===== config.mk =====
export PLATFORM = sky130hd
export DESIGN_NAME = mix_tree_scheduler_flat
export DESIGN_NICKNAME = d
export VERILOG_FILES = /design/src/rtl/mix_tree_scheduler_pkg.sv /design/src/rtl/mix_tree_scheduler_if.sv /design/src/rtl/mix_tree_scheduler_phase_timer.sv /design/src/rtl/mix_tree_scheduler.sv /design/src/flat_wrapper.sv
export SDC_FILE = /design/constraint.sdc
export NUM_CORES = 1
export LEC_CHECK = 0
export CAP_MARGIN = 25
export CORE_ASPECT_RATIO = 0.6
export CORE_MARGIN = 10
export CORE_UTILIZATION = 49
export DETAILED_ROUTE_END_ITERATION = 10
export GPL_TIMING_DRIVEN = 0
export PLACE_DENSITY = 0.79
export SYNTH_ARGS = -nofsm -noshare
export SYNTH_HDL_FRONTEND = slang
export SYNTH_SLANG_ARGS = --single-unit
export TNS_END_PERCENT = 50

===== constraint.sdc =====
create_clock -name clk -period 2.4 [get_ports clk]
set_clock_uncertainty 0.2 [all_clocks]
set_input_delay 0.6 -clock clk [delete_from_list [all_inputs] [get_ports clk]]
set_output_delay 0.6 -clock clk [all_outputs]
set_load 0.01 [all_outputs]

===== src/rtl/mix_tree_scheduler_pkg.sv =====
// mixtree_pkg: shared types and constants for the mixing-tree scheduler.
//   phase_t   : run phase encoding, also driven on the phase output
//   N_MIXERS  : mixers in the tree (4 leaves, 2 middle, 1 root)
//   LVLn_MASK : mixers belonging to tree level n
//   LVLn_CHILD_A/B : outlet valves of the a/b children feeding level n
// Mixer 4 is fed by (0,1), mixer 5 by (2,3), root 6 by (4,5).
package mixtree_pkg;

  localparam int N_MIXERS = 7;

  typedef enum logic [2:0] {
    IDLE   = 3'd0,
    FILL_A = 3'd1,
    FILL_B = 3'd2,
    MIX    = 3'd3,
    DRAIN  = 3'd4,
    DONE   = 3'd5
  } phase_t;

  localparam logic [N_MIXERS-1:0] LVL0_MASK = 7'h0F;
  localparam logic [N_MIXERS-1:0] LVL1_MASK = 7'h30;
  localparam logic [N_MIXERS-1:0] LVL2_MASK = 7'h40;

  localparam logic [N_MIXERS-1:0] LVL1_CHILD_A = 7'h05;
  localparam logic [N_MIXERS-1:0] LVL1_CHILD_B = 7'h0A;
  localparam logic [N_MIXERS-1:0] LVL2_CHILD_A = 7'h10;
  localparam logic [N_MIXERS-1:0] LVL2_CHILD_B = 7'h20;

  function automatic logic [N_MIXERS-1:0] level_mask(input logic [1:0] lvl);
    case (lvl)
      2'd0:    return LVL0_MASK;
      2'd1:    return LVL1_MASK;
      2'd2:    return LVL2_MASK;
      default: return '0;
    endcase
  endfunction

  // Leaves have no children, so level 0 drains nothing while filling.
  function automatic logic [N_MIXERS-1:0] child_a_mask(input logic [1:0] lvl);
    case (lvl)
      2'd1:    return LVL1_CHILD_A;
      2'd2:    return LVL2_CHILD_A;
      default: return '0;
    endcase
  endfunction

  function automatic logic [N_MIXERS-1:0] child_b_mask(input logic [1:0] lvl);
    case (lvl)
      2'd1:    return LVL1_CHILD_B;
      2'd2:    return LVL2_CHILD_B;
      default: return '0;
    endcase
  endfunction

endpackage


===== src/rtl/mix_tree_scheduler_if.sv =====
// mix_tree_scheduler_if: host/valve-bank signal bundle for the scheduler.
//   master : run-control side (drives start/abort/pressure_ok, observes rest)
//   slave  : scheduler side
//   run_cycles exists only when MIXTREE_CYCLE_COUNT_EN is defined.
interface mix_tree_scheduler_if;
  import mixtree_pkg::*;

  logic                start;
  logic                abort;
  logic                pressure_ok;
  logic                busy;
  logic                done;
  logic                aborted;
  logic [N_MIXERS-1:0] fill_a;
  logic [N_MIXERS-1:0] fill_b;
  logic [N_MIXERS-1:0] mix_en;
  logic [N_MIXERS-1:0] drain;
  logic [1:0]          level;
  phase_t              phase;
`ifdef MIXTREE_CYCLE_COUNT_EN
  logic [15:0]         run_cycles;
`endif

  modport master (
    output start, abort, pressure_ok,
    input  busy, done, aborted, fill_a, fill_b, mix_en, drain, level, phase
`ifdef MIXTREE_CYCLE_COUNT_EN
    , input run_cycles
`endif
  );

  modport slave (
    input  start, abort, pressure_ok,
    output busy, done, aborted, fill_a, fill_b, mix_en, drain, level, phase
`ifdef MIXTREE_CYCLE_COUNT_EN
    , output run_cycles
`endif
  );

endinterface


===== src/rtl/mix_tree_scheduler_phase_timer.sv =====
// mixtree_phase_timer: phase down-counter with terminal-count flag.
//   load/load_val : reload at phase entry (param-1)
//   en            : decrement while nonzero
//   zero          : terminal count reached, phase ends this cycle
module mixtree_phase_timer #(
  parameter int CNT_W = 8
) (
  input  logic             clk,
  input  logic             rst_n,
  input  logic             load,
  input  logic             en,
  input  logic [CNT_W-1:0] load_val,
  output logic             zero
);

  logic [CNT_W-1:0] count;

  always_ff @(posedge clk or negedge rst_n) begin
    if (!rst_n) begin
      count <= '0;
    end else if (load) begin
      count <= load_val;
    end else if (en && count != '0) begin
      count <= count - CNT_W'(1);
    end
  end

  assign zero = (count == '0);

endmodule


===== src/rtl/mix_tree_scheduler.sv =====
// mix_tree_scheduler: valve sequencer for a 3-level binary mixing tree.
//   clk, rst_n : system clock, async active-low reset
//   bus.slave  : start/abort/pressure_ok in; busy/done/aborted pulses,
//                per-mixer fill_a/fill_b/mix_en/drain valves, level, phase out
// Optional: MIXTREE_CYCLE_COUNT_EN adds bus.run_cycles (busy-cycle counter).
//
// state  | meaning
// IDLE   | waiting for start
// FILL_A | fill A inlets of current level, drain a-children into them
// FILL_B | fill B inlets of current level, drain b-children into them
// MIX    | run mix pumps of current level
// DRAIN  | open root outlet to result port
// DONE   | one-cycle completion pulse
module mix_tree_scheduler
  import mixtree_pkg::*;
#(
  parameter int FILL_CYCLES  = 4,
  parameter int MIX_CYCLES   = 8,
  parameter int DRAIN_CYCLES = 4,
  parameter int CNT_W        = 8
) (
  input logic           clk,
  input logic           rst_n,
  mix_tree_scheduler_if.slave bus
);

  localparam logic [CNT_W-1:0] FILL_LD  = CNT_W'(FILL_CYCLES - 1);
  localparam logic [CNT_W-1:0] MIX_LD   = CNT_W'(MIX_CYCLES - 1);
  localparam logic [CNT_W-1:0] DRAIN_LD = CNT_W'(DRAIN_CYCLES - 1);

  phase_t              state, state_nxt;
  logic [1:0]          lvl, lvl_nxt;
  logic                t_load, t_en, t_zero;
  logic [CNT_W-1:0]    t_val;
  logic                hold, take_abort;

  logic                busy_q, done_q, aborted_q;
  logic                busy_n, done_n, aborted_n;
  logic [N_MIXERS-1:0] fa_q, fb_q, me_q, dr_q;
  logic [N_MIXERS-1:0] fa_n, fb_n, me_n, dr_n;

  mixtree_phase_timer #(.CNT_W(CNT_W)) u_timer (
    .clk      (clk),
    .rst_n    (rst_n),
    .load     (t_load),
    .en       (t_en),
    .load_val (t_val),
    .zero     (t_zero)
  );

  // State and output registers; outputs are computed from the next state
  // so the valves change on the same edge the state does.
  always_ff @(posedge clk or negedge rst_n) begin
    if (!rst_n) begin
      state     <= IDLE;
      lvl       <= 2'd0;
      busy_q    <= 1'b0;
      done_q    <= 1'b0;
      aborted_q <= 1'b0;
      fa_q      <= '0;
      fb_q      <= '0;
      me_q      <= '0;
      dr_q      <= '0;
    end else begin
      state     <= state_nxt;
      lvl       <= lvl_nxt;
      busy_q    <= busy_n;
      done_q    <= done_n;
      aborted_q <= aborted_n;
      fa_q      <= fa_n;
      fb_q      <= fb_n;
      me_q      <= me_n;
      dr_q      <= dr_n;
    end
  end

  always_comb begin
    state_nxt  = state;
    lvl_nxt    = lvl;
    t_load     = 1'b0;
    t_en       = 1'b0;
    t_val      = '0;
    hold       = 1'b0;
    take_abort = 1'b0;
    case (state)
      IDLE: begin
        if (bus.start) begin
          state_nxt = FILL_A;
          lvl_nxt   = 2'd0;
          t_load    = 1'b1;
          t_val     = FILL_LD;
        end
      end
      DONE: begin
        state_nxt = IDLE;
        lvl_nxt   = 2'd0;
      end
      default: begin
        // Abort beats a pressure hold; a hold freezes timer and state.
        if (bus.abort) begin
          take_abort = 1'b1;
          state_nxt  = IDLE;
          lvl_nxt    = 2'd0;
        end else if (!bus.pressure_ok) begin
          hold = 1'b1;
        end else if (!t_zero) begin
          t_en = 1'b1;
        end else begin
          case (state)
            FILL_A: begin
              state_nxt = FILL_B;
              t_load    = 1'b1;
              t_val     = FILL_LD;
            end
            FILL_B: begin
              state_nxt = MIX;
              t_load    = 1'b1;
              t_val     = MIX_LD;
            end
            MIX: begin
              t_load = 1'b1;
              if (lvl == 2'd2) begin
                state_nxt = DRAIN;
                t_val     = DRAIN_LD;
              end else begin
                state_nxt = FILL_A;
                lvl_nxt   = lvl + 2'd1;
                t_val     = FILL_LD;
              end
            end
            default: state_nxt = DONE;
          endcase
        end
      end
    endcase
  end

  always_comb begin
    busy_n    = state_nxt inside {FILL_A, FILL_B, MIX, DRAIN};
    done_n    = (state_nxt == DONE);
    aborted_n = take_abort;
    fa_n      = '0;
    fb_n      = '0;
    me_n      = '0;
    dr_n      = '0;
    if (!hold) begin
      case (state_nxt)
        FILL_A: begin
          fa_n = level_mask(lvl_nxt);
          dr_n = child_a_mask(lvl_nxt);
        end
        FILL_B: begin
          fb_n = level_mask(lvl_nxt);
          dr_n = child_b_mask(lvl_nxt);
        end
        MIX:     me_n = level_mask(lvl_nxt);
        DRAIN:   dr_n = LVL2_MASK;
        default: ;
      endcase
    end
  end

  assign bus.busy    = busy_q;
  assign bus.done    = done_q;
  assign bus.aborted = aborted_q;
  assign bus.fill_a  = fa_q;
  assign bus.fill_b  = fb_q;
  assign bus.mix_en  = me_q;
  assign bus.drain   = dr_q;
  assign bus.level   = lvl;
  assign bus.phase   = state;

`ifdef MIXTREE_CYCLE_COUNT_EN
  logic [15:0] run_cnt;

  // Loading 1 on start counts the first busy cycle, so the value seen
  // during the run equals busy cycles elapsed so far.
  always_ff @(posedge clk or negedge rst_n) begin
    if (!rst_n) begin
      run_cnt <= 16'd0;
    end else if (state == IDLE && bus.start) begin
      run_cnt <= 16'd1;
    end else if (busy_n && run_cnt != 16'hFFFF) begin
      run_cnt <= run_cnt + 16'd1;
    end
  end

  assign bus.run_cycles = run_cnt;
`endif

endmodule


===== src/flat_wrapper.sv =====
// flat-port wrapper written by rule: the top's interface ports become plain ports
module mix_tree_scheduler_flat import mixtree_pkg::*;
#(
  parameter int FILL_CYCLES  = 4,
  parameter int MIX_CYCLES   = 8,
  parameter int DRAIN_CYCLES = 4,
  parameter int CNT_W        = 8
)
  (clk, rst_n, bus_start, bus_abort, bus_pressure_ok, bus_busy, bus_done, bus_aborted, bus_fill_a, bus_fill_b, bus_mix_en, bus_drain, bus_level, bus_phase);
  mix_tree_scheduler_if bus_i ();
  input logic clk;
  input logic rst_n;
  input wire logic [$bits(bus_i.start)-1:0] bus_start;
  input wire logic [$bits(bus_i.abort)-1:0] bus_abort;
  input wire logic [$bits(bus_i.pressure_ok)-1:0] bus_pressure_ok;
  output wire logic [$bits(bus_i.busy)-1:0] bus_busy;
  output wire logic [$bits(bus_i.done)-1:0] bus_done;
  output wire logic [$bits(bus_i.aborted)-1:0] bus_aborted;
  output wire logic [$bits(bus_i.fill_a)-1:0] bus_fill_a;
  output wire logic [$bits(bus_i.fill_b)-1:0] bus_fill_b;
  output wire logic [$bits(bus_i.mix_en)-1:0] bus_mix_en;
  output wire logic [$bits(bus_i.drain)-1:0] bus_drain;
  output wire logic [$bits(bus_i.level)-1:0] bus_level;
  output wire logic [$bits(bus_i.phase)-1:0] bus_phase;
  assign bus_i.start = bus_start;
  assign bus_i.abort = bus_abort;
  assign bus_i.pressure_ok = bus_pressure_ok;
  assign bus_busy = bus_i.busy;
  assign bus_done = bus_i.done;
  assign bus_aborted = bus_i.aborted;
  assign bus_fill_a = bus_i.fill_a;
  assign bus_fill_b = bus_i.fill_b;
  assign bus_mix_en = bus_i.mix_en;
  assign bus_drain = bus_i.drain;
  assign bus_level = bus_i.level;
  assign bus_phase = bus_i.phase;
  mix_tree_scheduler #(.FILL_CYCLES(FILL_CYCLES), .MIX_CYCLES(MIX_CYCLES), .DRAIN_CYCLES(DRAIN_CYCLES), .CNT_W(CNT_W)) u_core (.clk(clk), .rst_n(rst_n), .bus(bus_i));
endmodule

==> flow_summary.toml <==
[synthesis]
ys_warn_count = 0
synthTopCellsByCount = "dfrtp_1 (29), nor2_1 (23), buf_4 (16)"
synth_area_um2 = 1690
ys_ff_latch = 29
synthMostInstantiatedCell = "dfrtp_1"
synth_edf_count = 0
ys_seq_area_share_pct = 42.9
synth_cell_type_count = 48
synth_area_per_cell_um2 = 9.40
synth_area_leaders = "dfrtp_1 (43%), buf_4 (7.1%), nor2_1 (5.1%), xnor2_1 (4.7%), ha_1 (3.0%)"
async_flop_share_pct = 100
synth_top_cell_area_share_pct = 42.9
yosysTopAreaCell = "dfrtp_1"
syn-num-nets = 189
ys.flop_type = "dfrtp_1"
synthCells = 180

[power_and_ir_drop]
power.switching_uw = 343
clockPowerShare_pct = 36.2
swShare_pct = 27.9
p_seq_share_pct = 42.7
vdd_ir_drop_max_uv = 317
p_per_area_nw_per_um2 = 507
pwr-share-comb_pct = 21.1
p_leak_nw = 1.04
p_int_uw = 885

[run_status]
status = "finished, final reports clean"

[floorplanning]
die_h_um = 65.5
num_io_pins = 41
core-area_um2 = 3280
dieArea_um2 = 6280
row_count = 16
die_w_um = 95.9
start_util_pct = 51.6

[clock_network]
clk_latency_ns = 0.28
htreeDepth = 2
clockBufferDepth = 2
path_clk_slew_ns = 0.06
holdBufCountCts = 0
cts_tree = "built"
clock_sinks = 29
numCtsBuffers = 5
cts-root-buf = "clkbuf_8"

[critical_path]
cp-end-kind = "flop"
max_stage_delay_ns = 0.45
cp_top_family = "simple AND/OR/NAND/NOR gates"
critPathMaxFanout = 6
arrival_ns = 2.28
crit_chain = "buf_4 -> nor4_4 -> nand2_1 -> o21ai_2 -> o41ai_2 -> nor4_1"
slowest_stage = "nor4_4"
worstSetupPathType = "reg2reg"
cp_data_required_time_ns = 2.38
setup.worst_path.start_class = "flop"
crit_buf_inv = 1

[global_route]
grt_max_degree = 18
overflow = 0
grt_pass1_vias = 1445
grtUsageTotal_pct = 15.2
grt_pass1_wl_um = 7400
antenna_found_initial = 0

[min_path]
hold_path_class = "reg2reg"

[cells_and_area]
num_antenna_cells = 0
layout.nets = 242
fill_cells = 246
final_cells = 279
syn_to_final_growth_pct = 43.2
drive_gt1_share_pct = 26.9
fin_util_pct = 73.8

[timing]
worstMarginPinSlew_ns = 0.681
period_minus_slack_ns = 2.30
fin_setup_tns_ns = 0
setup_violations = 0
slew_viol_final = 0
hold_violations = 0
relSlewSlack_pct = 54.5
max_clock_freq_mhz = 435
finalCritPeriodShare_pct = 95.8

[routing]
dr.pass1.iters = 4
routed_via_density = 5.54
antenna_left = 0
num_vias = 1547
drc_errors = 0
initialDrtViolationCount = 94
wl_per_cell_um = 17.4
wirelength_um = 4860

[placement]
dpl.hpwl_um = 3560
finalWeightedCongestion = 0.955
port_buffers = 40
post-place-cells = 266

[run]
maxCapViolCount = 0
worst paths after layout:
kind / from / endpoint / slack, ns / depth (start not counted)
worst max register to register: u_core.u_timer.count[5]$_DFFE_PN0P_ / u_core.bus.drain[6]$_DFF_PN0_ / 0.10 / 6
worst min register to register: u_core.u_timer.count[1]$_DFFE_PN0P_ / u_core.u_timer.count[1]$_DFFE_PN0P_ / 0.36 / 1
worst max-delay path: u_core.u_timer.count[5]$_DFFE_PN0P_ / u_core.bus.drain[6]$_DFF_PN0_ / 0.10 / 6
min in group asynchronous: rst_n / u_core.u_timer.count[3]$_DFFE_PN0P_ / 0.53 / 1
worst min-delay path: u_core.u_timer.count[1]$_DFFE_PN0P_ / u_core.u_timer.count[1]$_DFFE_PN0P_ / 0.36 / 1
max in group asynchronous: rst_n / u_core.bus.mix_en[3]$_DFF_PN0_ / 0.95 / 2
power by group through the flow:
| stage | clock network, mW | logic (mW) | registers (mW) |
|---|---|---|---|
| 2_1_floorplan | 0 | 0.122 | 0.536 |
| 3_3_place_gp | 0 | 0.222 | 0.531 |
| 3_5_place_dp | 0 | 0.228 | 0.532 |
| 4_1_cts | 0.450 | 0.238 | 0.524 |
| 5_1_grt | 0.471 | 0.281 | 0.526 |
| 6_report | 0.445 | 0.259 | 0.524 |
sequential cells by signal (all words and copies together) (netlist names):
name,cells
u_core.u_timer.count,8
u_core.bus.done,1
u_core.bus.fill_b,2
u_core.bus.busy,1
u_core.bus.level,2
u_core.bus.phase,3
u_core.bus.aborted,1
u_core.bus.mix_en,3
u_core.bus.drain,5
u_core.bus.fill_a,3
cells in the final DEF (no fill, tap or decap), types with 3 or more instances in the layout:
cell	n
nor2b_1	3
nor3_2	3
clkbuf_8	7
inv_1	8
dfrtp_1	27
nor3_1	7
ha_1	4
o21ai_1	3
nand3_2	3
xnor2_1	9
buf_4	21
clkdlybuf4s50_1	39
buf_2	3
nand2_1	11
nor2_1	23
a21oi_1	5
worst register-to-register path, stage by stage, from the launching register on:
cell and delay (ns):
dfrtp_2 0.42, buf_4 0.15, nor4_4 0.45, nand2_1 0.32, o21ai_2 0.27, o41ai_2 0.12, nor4_1 0.27
metrics by stage:
stage | hold slack (ns) | total power [mW] | worst slack, ns | cell area, um2
2_1_floorplan | 0.104 | 0.658 | 0.286 | 1690
3_3_place_gp | 0.334 | 0.753 | -0.399 | 2150
3_5_place_dp | 0.340 | 0.760 | -0.444 | 2180
4_1_cts | 0.355 | 1.21 | 0.0249 | 2320
5_1_grt | 0.374 | 1.28 | -0.00921 | 2420
6_report | 0.356 | 1.23 | 0.101 | 2420
what timing repair did:
item / 4_1_cts / 5_1_grt
endpoints found under the hold margin: 0 / 0
pin swaps: 0 / 6
setup endpoints to repair: 23 / 17
gates resized for setup: 9 / 23
setup buffers: 1 / 4
per-layer routing:
layer  track usage (%)  share of wire, %  vias up
met5                 0                 0        -
met4              7.14               1.7        0
met3              4.88               8.7        9
met2              22.1                47       64
met1              19.9                43      750
li1                  -                 -      724
kinds of logic (layout without fill, tap and decap cells):
kind of cell,after synthesis,count (layout),share of synthesized area (%)
compound gates,30,30,14.0
xor+xnor,9,9,4.66
flops,29,29,42.9
simple gates,77,77,24.6
mux,1,1,0.591
buf+inv,30,84,10.3
fa+ha+maj,4,4,2.96
area by class of cell:
| cell class | count | area, um2 | area share (%) |
|---|---|---|---|
| Tap cell | 45 | 56.3 | 2.32 |
| Timing Repair Buffer | 46 | 460 | 19.0 |
| Buffer | 21 | 144 | 5.94 |
| Clock inverter | 1 | 5.00 | 0.207 |
| Multi-Input combinational cell | 121 | 900 | 37.1 |
| Inverter | 9 | 33.8 | 1.39 |
| Sequential cell | 29 | 728 | 30.0 |
| Clock buffer | 7 | 96.3 | 3.98 |
Note: power is estimated with default switching activity, not from simulation.
